**src/rtl/tone_direction_decoder.sv**
```systemverilog
// Tone direction decoder: synchronises and debounces the five band-pass tone
// detector outputs and turns a single, stable direction tone into a held
// junction command (tdEn/tdDir) for the drive FSM.
// Optional diagnostics (tdCmdCount, tdConflict, tdTimeout) are built when the
// macro TONE_DIAG_EN is defined; core behaviour does not depend on it.
module tone_direction_decoder #(
  parameter int unsigned DEBOUNCE_CYCLES = 500_000,
  parameter int unsigned HOLD_CYCLES     = 2_500_000,
  parameter int unsigned TIMEOUT_CYCLES  = 50_000_000
) (
  input  logic       clk,
  input  logic       rst_n,
  input  logic       bp1,
  input  logic       bp2,
  input  logic       bp3,
  input  logic       bp4,
  input  logic       bp5,
  input  logic       tdAck,
`ifdef TONE_DIAG_EN
  output logic [7:0] tdCmdCount,
  output logic       tdConflict,
  output logic       tdTimeout,
`endif
  output logic       tdEn,
  output logic [1:0] tdDir,
  output logic       tdBusy
);

  localparam int unsigned CntW = 26;
  localparam logic [CntW-1:0] DebMax   = CntW'(DEBOUNCE_CYCLES);
  localparam logic [CntW-1:0] HoldLast = CntW'(HOLD_CYCLES - 1);
  localparam logic [CntW-1:0] TimeLast = CntW'(TIMEOUT_CYCLES - 1);

  typedef enum logic [1:0] {StIdle, StQualify, StPresent, StRelease} state_e;

  state_e          state_q, state_d;
  logic [4:0]      bp_raw;
  logic [4:0]      sync1_q, sync2_q;
  logic [CntW-1:0] deb_cnt_q [5];
  logic [4:0]      valid;
  logic [1:0]      cand, cand_q, dir_q;
  logic            single, conflict, cancel, any_valid;
  logic [CntW-1:0] hold_cnt_q, tout_cnt_q;

  // bit 4 is the cancel tone, bits 3:0 map directly to direction codes
  assign bp_raw = {bp5, bp4, bp3, bp2, bp1};

  // Two-flop synchronisers for the asynchronous tone inputs
  always_ff @(posedge clk or negedge rst_n) begin
    if (!rst_n) begin
      sync1_q <= '0;
      sync2_q <= '0;
    end else begin
      sync1_q <= bp_raw;
      sync2_q <= sync1_q;
    end
  end

  // Per-channel debounce counters: count while high, saturate, clear on low
  always_ff @(posedge clk or negedge rst_n) begin
    if (!rst_n) begin
      for (int i = 0; i < 5; i++) deb_cnt_q[i] <= '0;
    end else begin
      for (int i = 0; i < 5; i++) begin
        if (!sync2_q[i]) begin
          deb_cnt_q[i] <= '0;
        end else if (deb_cnt_q[i] != DebMax) begin
          deb_cnt_q[i] <= deb_cnt_q[i] + 26'd1;
        end
      end
    end
  end

  // Valid drops in the very cycle the synced input goes low
  always_comb begin
    for (int i = 0; i < 5; i++) valid[i] = sync2_q[i] && (deb_cnt_q[i] == DebMax);
  end

  // Candidate decode from the four direction channels
  always_comb begin
    cand     = 2'b00;
    single   = 1'b0;
    conflict = 1'b0;
    unique case (valid[3:0])
      4'b0000: ;
      4'b0001: begin cand = 2'b00; single = 1'b1; end
      4'b0010: begin cand = 2'b01; single = 1'b1; end
      4'b0100: begin cand = 2'b10; single = 1'b1; end
      4'b1000: begin cand = 2'b11; single = 1'b1; end
      default: conflict = 1'b1;
    endcase
  end

  assign cancel    = valid[4];
  assign any_valid = |valid;

  // FSM state register
  always_ff @(posedge clk or negedge rst_n) begin
    if (!rst_n) state_q <= StIdle;
    else        state_q <= state_d;
  end

  // FSM next-state logic
  always_comb begin
    state_d = state_q;
    unique case (state_q)
      StIdle: begin
        if (single && !cancel) state_d = StQualify;
      end
      StQualify: begin
        if (!single || cancel || (cand != cand_q)) state_d = StIdle;
        else if (hold_cnt_q == HoldLast)           state_d = StPresent;
      end
      StPresent: begin
        // ack and timeout together resolve the same way, so no priority needed
        if (tdAck || cancel || (tout_cnt_q == TimeLast)) state_d = StRelease;
      end
      StRelease: begin
        if (!any_valid) state_d = StIdle;
      end
      default: state_d = StIdle;
    endcase
  end

  // Hold/timeout counters, candidate latch and frozen output direction
  always_ff @(posedge clk or negedge rst_n) begin
    if (!rst_n) begin
      hold_cnt_q <= '0;
      tout_cnt_q <= '0;
      cand_q     <= 2'b00;
      dir_q      <= 2'b00;
    end else begin
      hold_cnt_q <= (state_q == StQualify && state_d == StQualify) ? hold_cnt_q + 26'd1 : '0;
      tout_cnt_q <= (state_q == StPresent && state_d == StPresent) ? tout_cnt_q + 26'd1 : '0;
      if (state_q == StIdle && state_d == StQualify)     cand_q <= cand;
      if (state_q == StQualify && state_d == StPresent)  dir_q  <= cand_q;
    end
  end

  // FSM outputs
  always_comb begin
    tdEn   = (state_q == StPresent);
    tdBusy = (state_q != StIdle);
    tdDir  = dir_q;
  end

`ifdef TONE_DIAG_EN
  logic timeout_exit;
  assign timeout_exit = (state_q == StPresent) && !tdAck && !cancel && (tout_cnt_q == TimeLast);

  // Diagnostic command counter, sticky conflict flag and timeout pulse
  always_ff @(posedge clk or negedge rst_n) begin
    if (!rst_n) begin
      tdCmdCount <= 8'd0;
      tdConflict <= 1'b0;
      tdTimeout  <= 1'b0;
    end else begin
      if (state_q == StQualify && state_d == StPresent) tdCmdCount <= tdCmdCount + 8'd1;
      if (conflict && (state_q == StIdle || state_q == StQualify)) tdConflict <= 1'b1;
      tdTimeout <= timeout_exit;
    end
  end
`endif

endmodule

```
**config.mk**
```make
export PLATFORM = sky130hd
export DESIGN_NAME = tone_direction_decoder
export DESIGN_NICKNAME = d
export VERILOG_FILES = /design/src/rtl/tone_direction_decoder.sv
export SDC_FILE = /design/constraint.sdc
export NUM_CORES = 1
export LEC_CHECK = 0
export ABC_AREA = 0
export BUFFER_PORTS_ARGS = -buffer_cell sky130_fd_sc_hd__buf_4
export CAP_MARGIN = 15
export CORE_MARGIN = 2
export CORE_UTILIZATION = 61
export DETAILED_ROUTE_END_ITERATION = 8
export HOLD_SLACK_MARGIN = 0.12
export PLACE_DENSITY_LB_ADDON = 0.12
export SYNTH_ARGS = -nofsm -noshare
export SYNTH_HDL_FRONTEND = slang
export SYNTH_SLANG_ARGS = --single-unit
```
**constraint.sdc**
```tcl
create_clock -name clk -period 5.85 [get_ports clk]
set_input_delay 1.17 -clock clk [delete_from_list [all_inputs] [get_ports clk]]
set_output_delay 1.17 -clock clk [all_outputs]
set_load 0.01 [all_outputs]
```
### Yosys cells after proc, flatten, opt, wreduce, memory -nomap -nowiden

Index checks and enable logic that the tools add are counted.
Widths: inputs -> output; s select.

* $add $sub $neg: 7
* equality and inequality tests: 27
* muxes and demuxes: 20
* reduce and logical (&&, ||, !) cells: 20

Operator list (number)
* $mux 26: 12
* $add 26x1->26 const B: 7
* $eq 26x19->1 const B: 5
* $ne 26x19->1 const B: 5
* $eq 26x22->1 const B: 1
* $eq 26x26->1 const B: 1
* $logic_and 1x1->1: 10
* $mux 2: 5
* $ne 2x1->1 const B: 5
* $pmux 2 s4: 1
* $eq 2x2->1 const B: 3
* $pmux 2 s3: 1
* $reduce_or 5->1: 1
* $eq 2x1->1 const B: 2
* $eq 4x1->1 const B: 1
* $eq 4x2->1 const B: 1
* $eq 4x3->1 const B: 1
* $eq 4x4->1 const B: 1
* $logic_or 1x1->1: 4
* $reduce_or 4->1: 1
* $logic_not 1->1: 2
* $logic_not 2->1: 1
* $ne 2x2->1: 1
* $reduce_bool 2->1: 1
* $mux 1: 1

* register bits after elaboration: 198
* input port bits: 8
* output and inout port bits: 4
* logic and storage cells: 86

### Logic depth before layout (Yosys ltp)

* depth in word-level cells: 13
* mapped depth: 9
* gate-level depth less buffers: 8

### Least setup slack after synthesis

Ideal clock, no wire load.

* path type: register to register
* from: register deb_cnt_q[80] (netlist name)
* to: register dir_q[0], in the netlist tdDir[0]
* library setup time: 0.128 ns
* arrival time: 2.768 ns
* required time: 5.722 ns
* path slack: 2.955 ns
* cell stages (with the launch flop): 8
* path buffers: 1
* period minus slack after synthesis: 2.895 ns
* cells stage by stage: dfrtp_1 > buf_2 > or4b_1 > or4_4 > a2111o_1 > a2111oi_4 > o21ai_2 > mux2_1

* cells in the longest elaborated chain, start to end: 12
* elaborated cells on any way between the ends: 21
* those cells by class: eq/ne (7); mux (6); reduce/logical (8)

RTL lines
* from (decl): line 39 `logic [CntW-1:0] deb_cnt_q [5];`
* from (signal, indexed assignment): line 68 `deb_cnt_q[i] <= deb_cnt_q[i] + 26'd1;`
* $eq 26x19->1 *: line 76 `for (int i = 0; i < 5; i++) valid[i] = sync2_q[i] && (deb_cnt_q[i] == DebMax);`
* $logic_and 1x1->1 *: line 76
* $eq 4x4->1, or another cell as far along: line 84 `unique case (valid[3:0])`
* $reduce_or 4->1 (no line)
* $mux 1: line 84
* $logic_not 1->1: line 111 `if (!single || cancel || (cand != cand_q)) state_d = StIdle;`
* $logic_or 1x1->1 (2 in a row): line 111
* $mux 2: line 111
* $pmux 2 s4 *: line 106 `unique case (state_q)`
* $eq 2x2->1 *: line 136 `if (state_q == StQualify && state_d == StPresent) dir_q <= cand_q;`
* $logic_and 1x1->1 *: line 136
* to (signal assigned): line 136
* to (decl): line 41 `logic [1:0] cand, cand_q, dir_q;`

Mark *: on every way between the ends. The rest lies on a longest branch, timed or not.
A chain may end at the register's enable or synchronous reset.

### Worst setup path in the final report

* from: register deb_cnt_q[80] (netlist name)
* to: register state_q[0]

* cells in the longest elaborated chain, start to end: 10
* elaborated cells on any way between the ends: 19
* those cells by class: eq/ne (6); mux (6); reduce/logical (7)

RTL lines
* $eq 26x19->1 *: line 76
* $logic_and 1x1->1 *: line 76
* $eq 4x4->1, or another cell as far along: line 84
* $reduce_or 4->1 (no line)
* $mux 1: line 84
* $logic_not 1->1: line 111
* $logic_or 1x1->1 (2 in a row): line 111
* $mux 2: line 111
* $pmux 2 s4 *: line 106
* named net state_d[0]: line 36 `state_e state_q, state_d;`
* to (signal assigned): line 99 `if (!rst_n) state_q <= StIdle;`
* to (signal assigned): line 100 `else state_q <= state_d;`
* to (decl): line 36

The timed path passes the listed nets; every way through them passes the cells marked *.

==> out/qor.csv <==
metric,value,unit
status,completed,
grt_max_degree,108,
power.leakage,4.54,nW
layout_commonest_cell,dfrtp_1,
ctsHtreeMaxLevel,4,
setup_viol,0,
routed_wirelength,18800,um
syn_area,10200,sq um
synth_area_per_cell,9.84,sq um
ys_seq_area_share,48.6,%
critPathRequiredTime,6.10,ns
grt_overflow,0,
path_cells,or4b_1 > or4_4 > o22ai_1 > a211oi_1 > o21ai_2 > o21ai_0,
r2r-end,state_q[0],
diodes,0,
max_stage_delay,0.82,ns
dr_total_vias,7255,
max_freq,0.307,GHz
grt_pass1_vias,7158,
rsz0062_at_grt,false,
timing.rr.start,deb_cnt_q[80],
wl_per_cell,14.8,um
pwr-share-seq,51.9,%
p_clk_share,45.6,%
synth_cell_types,51,
track_usage,23.0,%
slew_headroom,33.2,%
drtAntennaViolNets,0,
fin_worst_skew,0.00940,ns
power.share.combinational,2.4,%
worst_pin_slew,0.993,ns
path_class,reg -> reg,
fin_crit_sh,55.6,%
regToRegSetupSlack,2.60,ns
intPower,2.11,mW
r2r_cells,6,
cts_tree,done,
ys_warn_count,0,
crit_fanout,27,
drt-initial-drc-count,481,
cts_made_buffers,17,
num_io_pins,12,
synth-edff-count,0,
rows,47,
numPortBuffers,11,
fp.dieW,133,um
viasPerCell,5.69,
final_area,11100,sq um
syn_inst,1036,
ctsResizeCount,0,
path_clk_slew,0.07,ns
synth_ff_type,dfrtp_1,
final_cell_mix,"198 x dfrtp_1, 107 x nor2_1, 88 x and2_1, 88 x xnor2_1, 66 x nand2_1",
place_hpwl,12500,um
die_h,133,um
postCtsHoldBufs,0,
antenna_found_initial,0,
hold_viol_final,0,
period_minus_slack,3.25,ns
dpl-instance-area,10500,sq um
p_per_area,244,nW/um^2
core_region_area,16500,sq um
arrival,3.50,ns
grt_pass1_wl,33400,um
synth_seq_cells,198,
worst_setup_path_start_kind,flop,
clock_path_buffers,2,
layout.nets,1061,
hold_end,sync2_q[4],
place_congestion,0.838,
async_flop_share,100,%
min_from,sync1_q[4],
holdPathStages,0,
critPathCaptureType,flop,
initial_core_util,61.9,%
cts-root-buf,clkbuf_16,
sw_frac_of_total,22.0,%
dr.pass1.iters,5,
fin_tns_setup,0,ns
cts.sinks,198,
drive_gt1_share,5.41,%
cap_violations,0,
slowest_stage,o21ai_2,
hold_class,reg -> reg,
design.die.area,17800,sq um
area_growth,8.65,%
clkLatencyLatePin,0.44,ns
synth_nets,1056,
cts_setup_buffers,0,
p_switching,594,uW
final_max_slew_viol_count,0,
drc_errors,0,
irDropWorstVdd,0.000239,V
-- stage by stage --
step           worst slack, ns  cells  utilization (%)  hold slack [ns]  power (mW)
6_report                  2.60   1274             67.3            0.351        2.70
5_1_grt                   2.31   1274             67.3            0.359        2.79
4_1_cts                   2.60   1274             67.3            0.354        2.74
3_5_place_dp              2.60   1242             63.5            0.336        1.50
3_3_place_gp              2.68   1242             63.5            0.332        1.50
2_1_floorplan             2.95   1036                -            0.331        1.45
-- Yosys cell counts, types with 17 or more instances --
| cell | number | area, sq um |
|---|---|---|
| inv_1 | 29 | 109 |
| and3_1 | 19 | 119 |
| o21ai_0 | 31 | 155 |
| dfrtp_1 | 198 | 4950 |
| nor4_1 | 17 | 106 |
| and4_1 | 22 | 193 |
| clkbuf_1 | 24 | 90.1 |
| and2_1 | 88 | 551 |
| nor2_1 | 107 | 402 |
| xor2_1 | 59 | 517 |
| or3_1 | 29 | 181 |
| nand2_1 | 66 | 248 |
| xnor2_1 | 88 | 771 |
| nor3_1 | 24 | 120 |
| nand3_1 | 60 | 300 |
| nand4_1 | 44 | 275 |
| a21boi_0 | 21 | 158 |
-- per-layer routing --
layer	global-route usage [%]	part of all wire [%]
met1	31.8	48
met2	37.5	48
met3	4.30	2.8
met4	6.86	1.2
met5	0	0
-- flip-flops by register name, summed over array words and instances, names as in the netlist --
| register | count |
|---|---|
| sync2_q | 5 |
| state_q | 2 |
| cand_q | 2 |
| sync1_q | 5 |
| deb_cnt_q | 130 |
| hold_cnt_q | 26 |
| tout_cnt_q | 26 |
| tdDir | 2 |
-- worst max path at each step --
stage | from | to | slack [ns] | cells after the start
after floorplan | deb_cnt_q[80] | tdDir[0] | 2.95 | 7
after global placement | deb_cnt_q[80] | state_q[0] | 2.68 | 6
after detailed placement | deb_cnt_q[80] | state_q[0] | 2.60 | 6
after CTS | deb_cnt_q[80] | state_q[0] | 2.60 | 6
after global routing | sync2_q[0] | state_q[0] | 2.31 | 6
final | deb_cnt_q[80] | state_q[0] | 2.60 | 6
-- layout make-up --
class	count	area [sq um]
tap	220	275
fill	1270	5390
sequential	198	4950
timing repair buffer	13	104
clock buffer	19	453
multi-input combinational	782	5020
inverter	29	109
clock inverter	13	168
-- worst max-delay path: cells and delay by family (launching register included) --
kind,cells,cell delay (ns)
DFF,1,0.46
AOI/OAI and AO/OA,4,1.50
and+or+nand+nor,2,1.11
-- logic make-up after synthesis --
logic type	Yosys count	synth area share, %
AND/OR/NAND/NOR	535	29.0
flip-flops	198	48.6
XOR/XNOR	147	12.6
AO/OA/AOI/OAI	81	5.34
buffers and inverters	56	2.22
adder cells (fa/ha/maj)	12	1.47
multiplexers	7	0.712
-- power groups by stage --
stage	registers, mW	clock network [mW]	logic [mW]
after floorplan	1.42	0	0.0364
after global placement	1.43	0	0.0672
after detailed placement	1.43	0	0.0690
after CTS	1.40	1.26	0.0694
after global routing	1.40	1.31	0.0781
final	1.40	1.23	0.0660
Power figures use the tool's default switching activity.
